===== config.mk =====
export PLATFORM = sky130hd
export DESIGN_NAME = ram8_fifo_ctrl_flat
export DESIGN_NICKNAME = d
export VERILOG_FILES = /design/src/rtl/ram8_fifo_ctrl_if.sv /design/src/rtl/ram8_fifo_ctrl.sv /design/src/flat_wrapper.sv
export SDC_FILE = /design/constraint.sdc
export NUM_CORES = 1
export LEC_CHECK = 0
export CAP_MARGIN = 20
export CORE_ASPECT_RATIO = 0.75
export CORE_MARGIN = 2
export CORE_UTILIZATION = 42
export DETAILED_ROUTE_END_ITERATION = 10
export PLACE_DENSITY = 0.87
export SETUP_SLACK_MARGIN = 0.1
export SLEW_MARGIN = 10
export SYNTH_ARGS = -nofsm -noshare
export SYNTH_HDL_FRONTEND = slang
export SYNTH_SLANG_ARGS = --single-unit

===== constraint.sdc =====
create_clock -name clk -period 2.9 [get_ports clk]
set_input_delay 0.58 -clock clk [delete_from_list [all_inputs] [get_ports clk]]
set_output_delay 0.58 -clock clk [all_outputs]
set_load 0.02 [all_outputs]

===== src/rtl/ram8_fifo_ctrl_if.sv =====
// ram8_fifo_ctrl_if: producer/consumer handshakes, occupancy and RAM8 port of the FIFO controller
//   wr_valid/wr_ready/wr_data : push side
//   rd_valid/rd_ready/rd_data : pop side (rd_data registered)
//   count                     : entries held, 0..9
//   ram_in/ram_load/ram_address/ram_out : RAM8 storage port (ram_out is a combinational read)
interface ram8_fifo_ctrl_if;
    logic       wr_valid;
    logic       wr_ready;
    logic [7:0] wr_data;
    logic       rd_valid;
    logic       rd_ready;
    logic [7:0] rd_data;
    logic [3:0] count;
    logic [7:0] ram_in;
    logic       ram_load;
    logic [2:0] ram_address;
    logic [7:0] ram_out;

    modport master (
        output wr_valid, wr_data, rd_ready, ram_out,
        input  wr_ready, rd_valid, rd_data, count, ram_in, ram_load, ram_address
    );

    modport slave (
        input  wr_valid, wr_data, rd_ready, ram_out,
        output wr_ready, rd_valid, rd_data, count, ram_in, ram_load, ram_address
    );
endinterface


===== src/rtl/ram8_fifo_ctrl.sv =====
// ram8_fifo_ctrl: 8-bit FIFO controller over a single-port 8-entry RAM8 plus a registered output stage
//   clk     : rising-edge clock
//   rst_n   : asynchronous active-low reset
//   flush_i : synchronous clear of all queued data
//   bus     : slave modport carrying push/pop handshakes, count and the RAM8 port
module ram8_fifo_ctrl (
    input  logic              clk,
    input  logic              rst_n,
    input  logic              flush_i,
    ram8_fifo_ctrl_if.slave   bus
);
    logic [2:0] wr_ptr_q, wr_ptr_d;
    logic [2:0] rd_ptr_q, rd_ptr_d;
    logic [3:0] ram_count_q, ram_count_d;
    logic       rd_valid_q, rd_valid_d;
    logic [7:0] rd_data_q, rd_data_d;
    logic       fetch;
    logic       push;

    // The single RAM port serves a fetch into the output stage before any push.
    assign fetch = !flush_i && ram_count_q != 4'd0 && (!rd_valid_q || bus.rd_ready);
    // rst_n gating keeps RAM8 untouched while reset is held.
    assign bus.wr_ready = rst_n && !flush_i && !fetch && ram_count_q != 4'd8;
    assign push = bus.wr_valid && bus.wr_ready;

    assign bus.ram_address = fetch ? rd_ptr_q : wr_ptr_q;
    assign bus.ram_in      = bus.wr_data;
    assign bus.ram_load    = push;
    assign bus.rd_valid    = rd_valid_q;
    assign bus.rd_data     = rd_data_q;
    assign bus.count       = ram_count_q + {3'b000, rd_valid_q};

    always_comb begin
        wr_ptr_d    = flush_i ? 3'd0 : wr_ptr_q + {2'b00, push};
        rd_ptr_d    = flush_i ? 3'd0 : rd_ptr_q + {2'b00, fetch};
        ram_count_d = flush_i ? 4'd0 : ram_count_q + {3'b000, push} - {3'b000, fetch};
        rd_valid_d  = flush_i ? 1'b0 : fetch ? 1'b1 : (rd_valid_q && bus.rd_ready) ? 1'b0 : rd_valid_q;
        rd_data_d   = fetch ? bus.ram_out : rd_data_q;
    end

    always_ff @(posedge clk or negedge rst_n) begin
        if (!rst_n) begin
            wr_ptr_q    <= 3'd0;
            rd_ptr_q    <= 3'd0;
            ram_count_q <= 4'd0;
            rd_valid_q  <= 1'b0;
            rd_data_q   <= 8'h00;
        end else begin
            wr_ptr_q    <= wr_ptr_d;
            rd_ptr_q    <= rd_ptr_d;
            ram_count_q <= ram_count_d;
            rd_valid_q  <= rd_valid_d;
            rd_data_q   <= rd_data_d;
        end
    end
endmodule


===== src/flat_wrapper.sv =====
// flat-port wrapper written by rule: the top's interface ports become plain ports
module ram8_fifo_ctrl_flat 
  (clk, rst_n, flush_i, bus_wr_valid, bus_wr_data, bus_rd_ready, bus_ram_out, bus_wr_ready, bus_rd_valid, bus_rd_data, bus_count, bus_ram_in, bus_ram_load, bus_ram_address);
  ram8_fifo_ctrl_if bus_i ();
  input  logic clk;
  input  logic rst_n;
  input  logic flush_i;
  input wire logic [$bits(bus_i.wr_valid)-1:0] bus_wr_valid;
  input wire logic [$bits(bus_i.wr_data)-1:0] bus_wr_data;
  input wire logic [$bits(bus_i.rd_ready)-1:0] bus_rd_ready;
  input wire logic [$bits(bus_i.ram_out)-1:0] bus_ram_out;
  output wire logic [$bits(bus_i.wr_ready)-1:0] bus_wr_ready;
  output wire logic [$bits(bus_i.rd_valid)-1:0] bus_rd_valid;
  output wire logic [$bits(bus_i.rd_data)-1:0] bus_rd_data;
  output wire logic [$bits(bus_i.count)-1:0] bus_count;
  output wire logic [$bits(bus_i.ram_in)-1:0] bus_ram_in;
  output wire logic [$bits(bus_i.ram_load)-1:0] bus_ram_load;
  output wire logic [$bits(bus_i.ram_address)-1:0] bus_ram_address;
  assign bus_i.wr_valid = bus_wr_valid;
  assign bus_i.wr_data = bus_wr_data;
  assign bus_i.rd_ready = bus_rd_ready;
  assign bus_i.ram_out = bus_ram_out;
  assign bus_wr_ready = bus_i.wr_ready;
  assign bus_rd_valid = bus_i.rd_valid;
  assign bus_rd_data = bus_i.rd_data;
  assign bus_count = bus_i.count;
  assign bus_ram_in = bus_i.ram_in;
  assign bus_ram_load = bus_i.ram_load;
  assign bus_ram_address = bus_i.ram_address;
  ram8_fifo_ctrl u_core (.clk(clk), .rst_n(rst_n), .flush_i(flush_i), .bus(bus_i));
endmodule

==> results of run 1 <==
[state kept, by name, summed over array words and instances (netlist names)]
| register | cells |
|---|---|
| u_core.ram_count_q | 4 |
| u_core.rd_ptr_q | 3 |
| u_core.bus.rd_data | 8 |
| u_core.wr_ptr_q | 3 |
| u_core.bus.rd_valid | 1 |
[layer usage]
metal | wire, um | vias up | part of all wire [%]
li1 | - | 360 | -
met1 | 920 | 349 | 45
met2 | 966 | 28 | 47
met3 | 138 | 4 | 6.7
met4 | 22 | 0 | 1.1
met5 | 0 | - | 0
[report_power, final]
part	switching (W)	internal [W]	leakage [nW]
Combinational	0.000391	0.000479	0.454
Sequential	0.0000693	0.000362	0.241
Clock	0.0000771	0.0000512	0.0177
Total	0.000537	0.000893	0.713
[cell type report]
cell class | instances | area, sq um
inverters | 6 | 22.52
well taps | 36 | 45.04
flip-flops and latches | 19 | 475.5
clock buffers | 3 | 22.52
repair buffers | 40 | 361.6
fillers | 193 | 1085
multi-input cells | 55 | 565.5
clock inverters | 1 | 5.005
[critical path, delay by kind of cell, from the launching register on]
family	cells	cell delay [ns]
muxes	1	0.29
buffers and inverters	2	0.36
and+or+nand+nor	2	0.61
adders and majority gates	1	0.17
DFF	1	0.40
[cell families after synthesis]
group                      after synthesis  synth area share (%)
and+or+nand+nor                         20                 10.57
DFF                                     19                 42.27
buffers and inverters                   16                 9.455
adders and majority gates               14                 16.24
muxes                                   11                 14.02
AOI/OAI and AO/OA                        5                 3.560
xor gates and xnor gates                 5                 3.893
[path summary, 6_finish.rpt]
path / to / slack, ns / depth (start not counted) / from
setup / recovery: bus_ram_address[1] / 0.18 / 6 / u_core.ram_count_q[2]
hold / removal: u_core.bus.rd_data[0] / 0.52 / 1 / u_core.bus.rd_data[0]
setup reg to reg: u_core.ram_count_q[2] / 0.22 / 11 / u_core.ram_count_q[2]
hold reg to reg: u_core.bus.rd_data[0] / 0.52 / 1 / u_core.bus.rd_data[0]
max in group asynchronous: u_core.rd_ptr_q[0] / 2.05 / 2 / rst_n
min in group asynchronous: u_core.bus.rd_valid / 0.66 / 2 / rst_n
[through the flow]
step / setup TNS [ns] / total power (W) / util (%) / hold WS (ns) / std cells
floorplan: 0 / 0.001002 / - / 0.2844 / 90
global placement: -0.1066 / 0.001246 / 56.20 / 0.4886 / 153
detailed placement: -0.1489 / 0.001282 / 56.20 / 0.4988 / 153
CTS: 0 / 0.001418 / 57.46 / 0.5264 / 158
global route: 0 / 0.001543 / 57.99 / 0.5520 / 160
finish: 0 / 0.001430 / 57.99 / 0.5225 / 160
[what timing repair did]
action                                 in CTS  in global routing
resized for setup                           8                 11
endpoints found under the hold margin       0                  0
setup endpoints to repair                   5                  7
buffers inserted                            1                  2
pin swaps                                   0                  0
gates cloned                                0                  0
hold buffers                                0                  0
[layout by cell type (no fill, tap or decap), drive strengths merged, types with 4 or more instances in the layout]
master / instances
buf: 10
clkbuf: 6
clkdlybuf4s50: 25
dfrtp: 19
ha: 13
inv: 6
mux2: 11
nor2: 5
nor2b: 6
xnor2: 4
==> flow_summary.json, run 1 <==
{
  "status": "complete, no violations",
  "dpl.hpwl_um": 1550,
  "synthTopCellsByCount": "dfrtp_1, ha_1, mux2_4",
  "syn_inst": 90,
  "place_area_sq_um": 1451,
  "clockRootBuffer": "clkbuf_4",
  "max-vdd-ir-drop_mv": 0.3427,
  "num_rows": 16,
  "cp_data_required_time_ns": 2.32,
  "clk_pin_slew_ns": 0.10,
  "finalHoldViolCount": 0,
  "worstSkewPairLatency_ns": 0.29,
  "grt_max_degree": 20,
  "path_cells": "inv_2, ha_2, or3b_4, and3b_4, mux2_4, clkdlybuf4s15_1",
  "grtUsageTotal_pct": 14.50,
  "yosysMostFrequentCell": "dfrtp_1",
  "fin_crit_sh_pct": 93.80,
  "critPathMaxStageDelay_ns": 0.40,
  "maxSlewViolCount": 0,
  "antenna_found_initial": 0,
  "grt_most_used_layer": "met2",
  "synth_nets": 125,
  "place_ws_ns": -0.06403,
  "grt_overflow": 0,
  "drcViolationCount": 0,
  "synth_area_leaders": "dfrtp_1, ha_1, mux2_4",
  "relSlewSlack_pct": 77.52,
  "area_growth_pct": 33.15,
  "wl_per_cell_um": 12.80,
  "vias": 741,
  "portBuffers": 30,
  "timing.fmax_ghz": 0.3676,
  "die_area_sq_um": 3112,
  "core_area_sq_um": 2582,
  "wirelength_um": 2048,
  "grt_pass1_wl_um": 3456,
  "synth_cell_types": 24,
  "nets": 160,
  "grtUsageMet1_pct": 18.95,
  "synthArstFlopShare_pct": 100.0,
  "cp-end-kind": "output pin",
  "tightestPinTransition_ns": 0.3364,
  "ys.flop_type": "dfrtp_1",
  "ant_nets": 0,
  "worst_ep_arrival_time_ns": 2.14,
  "finalSetupViolations": 0,
  "gp_congestion": 0.8244,
  "start_kind": "register",
  "drt_iter0_drc": 8,
  "cp_slowest_cell": "dfrtp_1",
  "layout_setup_ws_ns": 0.1798,
  "min_path_type": "register to register",
  "synth_area_sq_um": 1125,
  "synth_area_per_cell_sq_um": 12.50,
  "met2_usage_pct": 22.63,
  "synth_top_area_share_pct": 42.27,
  "crit_type": "register to output pin",
  "io-pin-count": 47,
  "worstPathMaxFanout": 5,
  "synth_seq_area_share_pct": 42.27,
  "clock_path_buffers": 2,
  "drive_gt1_share_pct": 30.65,
  "post-route-min-period_ns": 2.720,
  "numCtsBuffers": 3,
  "drtPass1Iterations": 4,
  "final_cell_area_sq_um": 1498,
  "fin_skew_ns": 0.002942,
  "drv_cap": 0,
  "clock-sinks": 19,
  "die_w_um": 63.76,
  "antenna_cells_inserted": 0,
  "ys.warnings.count": 0,
  "synth_edf_count": 0,
  "ys_ff_latch": 19,
  "start_util_pct": 43.56,
  "cts_tree": "done",
  "p_leak_nw": 0.7132,
  "met3_usage_pct": 3.233,
  "yosysTopAreaCell": "dfrtp_1",
  "rsz0062_at_grt": "true",
  "die_h_um": 48.82,
  "via_per_inst": 4.631,
  "cellPowerDensity_nw_per_um2": 954.5,
  "grt_pass1_vias": 765,
  "htree_num_levels": 1
}
Note: power is estimated with default switching activity, not from simulation.
==> run 2: changes to the inputs <==
CORE_MARGIN = default   (was 2)
==> flow_summary.json, run 2 (same netlist as run 1, synthesis figures left out) <==
{
  "num_rows": 15,
  "numCtsBuffers": 3,
  "regArea_sq_um": 475.5,
  "via_per_inst": 4.854,
  "worstPathMaxFanout": 3,
  "max-vdd-ir-drop_mv": 0.3312,
  "worstSkewPairLatency_ns": 0.30,
  "r2r_slack_ns": 0.13,
  "io-pin-count": 47,
  "nets": 160,
  "total_power_w": 0.001484,
  "multiInputGateArea_sq_um": 593.1,
  "die_w_um": 61.76,
  "cp-end-kind": "register",
  "drt_iter0_drc": 18,
  "die_h_um": 46.82,
  "clock-sinks": 19,
  "place_area_sq_um": 1441,
  "fillerInstances": 177,
  "start_util_pct": 46.46,
  "finalHoldViolCount": 0,
  "drtPass1Iterations": 4,
  "drcViolationCount": 0,
  "maxSlewViolCount": 0,
  "grt_overflow": 0,
  "swShare_pct": 38.15,
  "timing.fmax_ghz": 0.3606,
  "finalSetupViolations": 0,
  "worst_ep_arrival_time_ns": 3.01,
  "relSlewSlack_pct": 75.82,
  "final_common_cell": "clkdlybuf4s50_1",
  "gp_congestion": 0.7349,
  "area_growth_pct": 35.26,
  "clk_pin_slew_ns": 0.11,
  "power.switching_w": 0.0005661,
  "vias": 767,
  "largest_register_ff_count": 8,
  "antenna_found_initial": 0,
  "cp_data_required_time_ns": 3.13,
  "drive_gt1_share_pct": 32.26,
  "fin_skew_ns": 0.002387,
  "seq_power_share_pct": 29.6,
  "grt_pass1_wl_um": 2980,
  "p_leak_nw": 0.7206,
  "start_kind": "register",
  "portBuffers": 30,
  "layout_common_cells": "clkdlybuf4s50_1, dfrtp_1, ha_1",
  "drv_cap": 0,
  "fin_crit_sh_pct": 95.63,
  "cellPowerDensity_nw_per_um2": 975.2,
  "grt_max_degree": 20,
  "wl_per_cell_um": 13.68,
  "clock_path_buffers": 2,
  "wirelength_um": 2162,
  "htree_num_levels": 1,
  "crit_type": "register to register",
  "ant_nets": 0,
  "p_clk_share_pct": 8.9,
  "core_area_sq_um": 2421,
  "grt_pass1_vias": 670,
  "whs_ns": 0.5213,
  "final_cell_area_sq_um": 1521,
  "clockRootBuffer": "clkbuf_4",
  "cts_tree": "done",
  "power_frac_comb_pct": 61.5,
  "post-route-min-period_ns": 2.773,
  "internal-power_w": 0.0009177,
  "rsz0062_at_grt": "true",
  "grtUsageTotal_pct": 15.26,
  "antenna_cells_inserted": 0,
  "min_path_type": "register to register",
  "tightestPinTransition_ns": 0.3620,
  "status": "complete, no violations",
  "die_area_sq_um": 2891,
  "dpl.hpwl_um": 1578
}
-- run 2: area by class of cell --
cell class                 instances  area share, %
timing repair buffer              40          23.68
clock buffer                       3          1.480
clock inverter                     1         0.3289
inverter                           6          1.480
sequential                        19          31.25
multi-input combinational         55          38.98
tap                               34          2.796
-- run 2: what timing repair did --
item | 4_1_cts | 5_1_grt
buffers inserted | 0 | 4
setup endpoints to repair | 5 | 7
gates resized for setup | 12 | 13
pin swaps | 0 | 8
hold buffers | 0 | 0
-- run 2: final timing paths --
kind,start,end,depth (start not counted)
worst max-delay path,u_core.ram_count_q[3],u_core.ram_count_q[1],10
max in group asynchronous,rst_n,u_core.ram_count_q[0],2
min in group asynchronous,rst_n,u_core.bus.rd_data[5],2
worst min register to register,u_core.bus.rd_data[6],u_core.bus.rd_data[6],1
worst min-delay path,u_core.bus.rd_data[6],u_core.bus.rd_data[6],1
worst max register to register,u_core.ram_count_q[3],u_core.ram_count_q[1],10
-- run 2: stage by stage --
stage / instances / setup WS [ns] / setup TNS [ns] / utilization, %
2_1_floorplan: 90 / 0.09886 / 0 / -
3_3_place_gp: 150 / -0.05281 / -0.09251 / 59.53
3_5_place_dp: 150 / -0.07293 / -0.1386 / 59.53
4_1_cts: 154 / 0.07532 / 0 / 60.78
5_1_grt: 158 / 0.01378 / 0 / 62.84
6_report: 158 / 0.1269 / 0 / 62.84
-- run 2: per-layer routing --
metal  track usage [%]  wire, um  up-vias
met5                 0         0        -
met4             7.111        37        0
met3             7.163       151        6
met2             24.52      1044       35
met1             17.57       929      367
li1                  -         -      359
-- run 2: power by group through the flow --
stage	sequential, W	combinational, W	clock (W)
2_1_floorplan	0.000506	0.000496	0
3_3_place_gp	0.000430	0.000815	0
3_5_place_dp	0.000441	0.000836	0
4_1_cts	0.000436	0.000839	0.000136
5_1_grt	0.000448	0.000994	0.000151
6_report	0.000439	0.000912	0.000133
-- run 2: worst max-delay path, cell delays in order, from the launching register on --
cell and delay, ns:
dfrtp_1 0.43, inv_2 0.08, ha_4 0.12, or3b_4 0.39
a2111oi_4 0.40, nand2_1 0.11, ha_1 0.31, inv_2 0.05
ha_4 0.16, fa_2 0.52, nor2b_1 0.13
==> run 3: changes to the inputs <==
CORE_MARGIN = 1   (was default)
CORE_UTILIZATION = 50   (was 42)
DONT_BUFFER_PORTS = 1   (was default)
PLACE_DENSITY = 0.73   (was 0.87)
TNS_END_PERCENT = 1   (was default)
==> flow_summary.json, run 3 (same netlist as run 1, synthesis figures left out) <==
{
  "status": "finished, violations left",
  "violations": "design-rule violations",
  "cts_tree": "done",
  "critPathMaxStageDelay_ns": 0.51,
  "max-vdd-ir-drop_mv": 0.4368,
  "cp_slowest_cell": "fa_2",
  "clk_pin_slew_ns": 0.10,
  "nets": 128,
  "p_leak_nw": 0.5845,
  "place_ws_ns": 0.1411,
  "cellPowerDensity_nw_per_um2": 1055,
  "layout_common_cells": "dfrtp_1, ha_1, mux2_4",
  "dp.cells": 106,
  "r2r_slack_ns": 0.12,
  "cp_data_required_time_ns": 3.14,
  "htree_num_levels": 1,
  "post-route-min-period_ns": 2.782,
  "clock-sinks": 19,
  "drt_iter0_drc": 22,
  "grt_pass1_wl_um": 2939,
  "start_util_pct": 54.42,
  "worstSkewPairLatency_ns": 0.29,
  "maxSlewViolCount": 0,
  "drv_cap": 0,
  "rr_worst_depth": 10,
  "postLayoutCoreUtil_pct": 57.63,
  "die_h_um": 43.08,
  "vias": 651,
  "layout_setup_ws_ns": 0.1183,
  "fillerInstances": 171,
  "fin_skew_ns": 0.001667,
  "largest_register_ff_count": 8,
  "worstPathMaxFanout": 3,
  "drcViolationCount": 8,
  "r2r-start": "u_core.ram_count_q[3]",
  "final_common_cell": "dfrtp_1",
  "antenna_found_initial": 0,
  "grt_pass1_vias": 640,
  "fin_cells": 116,
  "area_growth_pct": 5.895,
  "drive_gt1_share_pct": 34.78,
  "worst_ep_arrival_time_ns": 3.02,
  "clockRootBuffer": "clkbuf_4",
  "internal-power_w": 0.0007417,
  "grtUsageTotal_pct": 16.72,
  "core_area_sq_um": 2067,
  "reg2reg_to": "u_core.ram_count_q[1]",
  "finalHoldViolCount": 0,
  "cp-end-kind": "register",
  "setup-tns-final_ns": 0,
  "numCtsBuffers": 3,
  "power_frac_comb_pct": 48.1,
  "rsz0062_at_grt": "true",
  "cpLargestDelayFamily": "adder cells",
  "antenna_cells_inserted": 0,
  "dpl.hpwl_um": 1351,
  "portBuffers": 0,
  "finalSetupViolations": 0,
  "timing.fmax_ghz": 0.3595,
  "seq_power_share_pct": 41.6,
  "via_per_inst": 5.612,
  "clock_path_buffers": 2,
  "power.switching_w": 0.0005155,
  "p_clk_share_pct": 10.3,
  "crit_type": "register to register",
  "ant_nets": 0,
  "drtPass1Iterations": 7,
  "hold_start": "flush_i",
  "die_w_um": 56.77,
  "wl_per_cell_um": 16.71,
  "hold_end": "u_core.ram_count_q[1]",
  "fin_crit_sh_pct": 95.92,
  "start_kind": "register",
  "grt_overflow": 0,
  "path_cells": "inv_1, ha_2, or3b_4, a2111oi_4, nand2_1, ha_1, inv_1, ha_2, fa_2, nor2b_4",
  "holdPathStages": 1,
  "num_rows": 14,
  "die_area_sq_um": 2445,
  "swShare_pct": 41.00,
  "wirelength_um": 1938,
  "cp.buffers_inverters": 2,
  "tightestPinTransition_ns": 0.8213,
  "relSlewSlack_pct": 45.07,
  "gp_congestion": 0.7565,
  "grt_max_degree": 20,
  "io-pin-count": 47,
  "min_path_type": "input port to register"
}
[run 3: stage by stage]
| stage | hold slack (ns) | cell area, sq um | power (W) |
|---|---|---|---|
| floorplan | 0.2844 | 1137 | 0.001002 |
| global placement | 0.2848 | 1099 | 0.001033 |
| detailed placement | 0.2850 | 1099 | 0.001055 |
| CTS | 0.3278 | 1137 | 0.001195 |
| global route | 0.3094 | 1191 | 0.001345 |
| finish | 0.3260 | 1191 | 0.001257 |
[run 3: worst max path at each step]
stage	start	slack [ns]	end	cells past startpoint
floorplan	u_core.ram_count_q[2]	0.1	u_core.ram_count_q[2]	11
global placement	u_core.ram_count_q[2]	0.18	u_core.ram_count_q[2]	11
detailed placement	u_core.ram_count_q[2]	0.14	u_core.ram_count_q[2]	11
CTS	u_core.ram_count_q[2]	0.12	bus_ram_load	6
global route	u_core.ram_count_q[3]	0.02	u_core.ram_count_q[1]	10
finish	u_core.ram_count_q[3]	0.12	u_core.ram_count_q[1]	10
[run 3: power by group through the flow]
stage / Clock (W) / Sequential (W) / Combinational (W)
CTS: 0.000134 / 0.000523 / 0.000537
global placement: 0 / 0.000521 / 0.000512
detailed placement: 0 / 0.000529 / 0.000526
floorplan: 0 / 0.000506 / 0.000496
global route: 0.000142 / 0.000534 / 0.000669
finish: 0.000130 / 0.000523 / 0.000605
[run 3: repair_timing]
| action | 4_1_cts | 5_1_grt |
|---|---|---|
| hold buffers | 1 | 0 |
| endpoints found under the hold margin | 19 | 0 |
| pin swaps | 0 | 3 |
| endpoints found under the setup margin | 1 | 6 |
| setup buffers | 0 | 5 |
| resized for setup | 1 | 7 |
[run 3: metal layers]
layer	track usage [%]	wire [um]
met1	19.34	774
met2	26.67	923
met5	0	0
met4	7.317	29
met3	7.927	210
[run 3: area by class of cell]
type,instances,area (sq um),share of cell area (%)
clock inverter,1,5.005,0.4202
inverter,6,22.52,1.891
clock buffer,3,22.52,1.891
tap,24,30.03,2.521
sequential,19,475.5,39.92
multi-input combinational,55,573.1,48.11
timing repair buffer,8,62.56,5.252
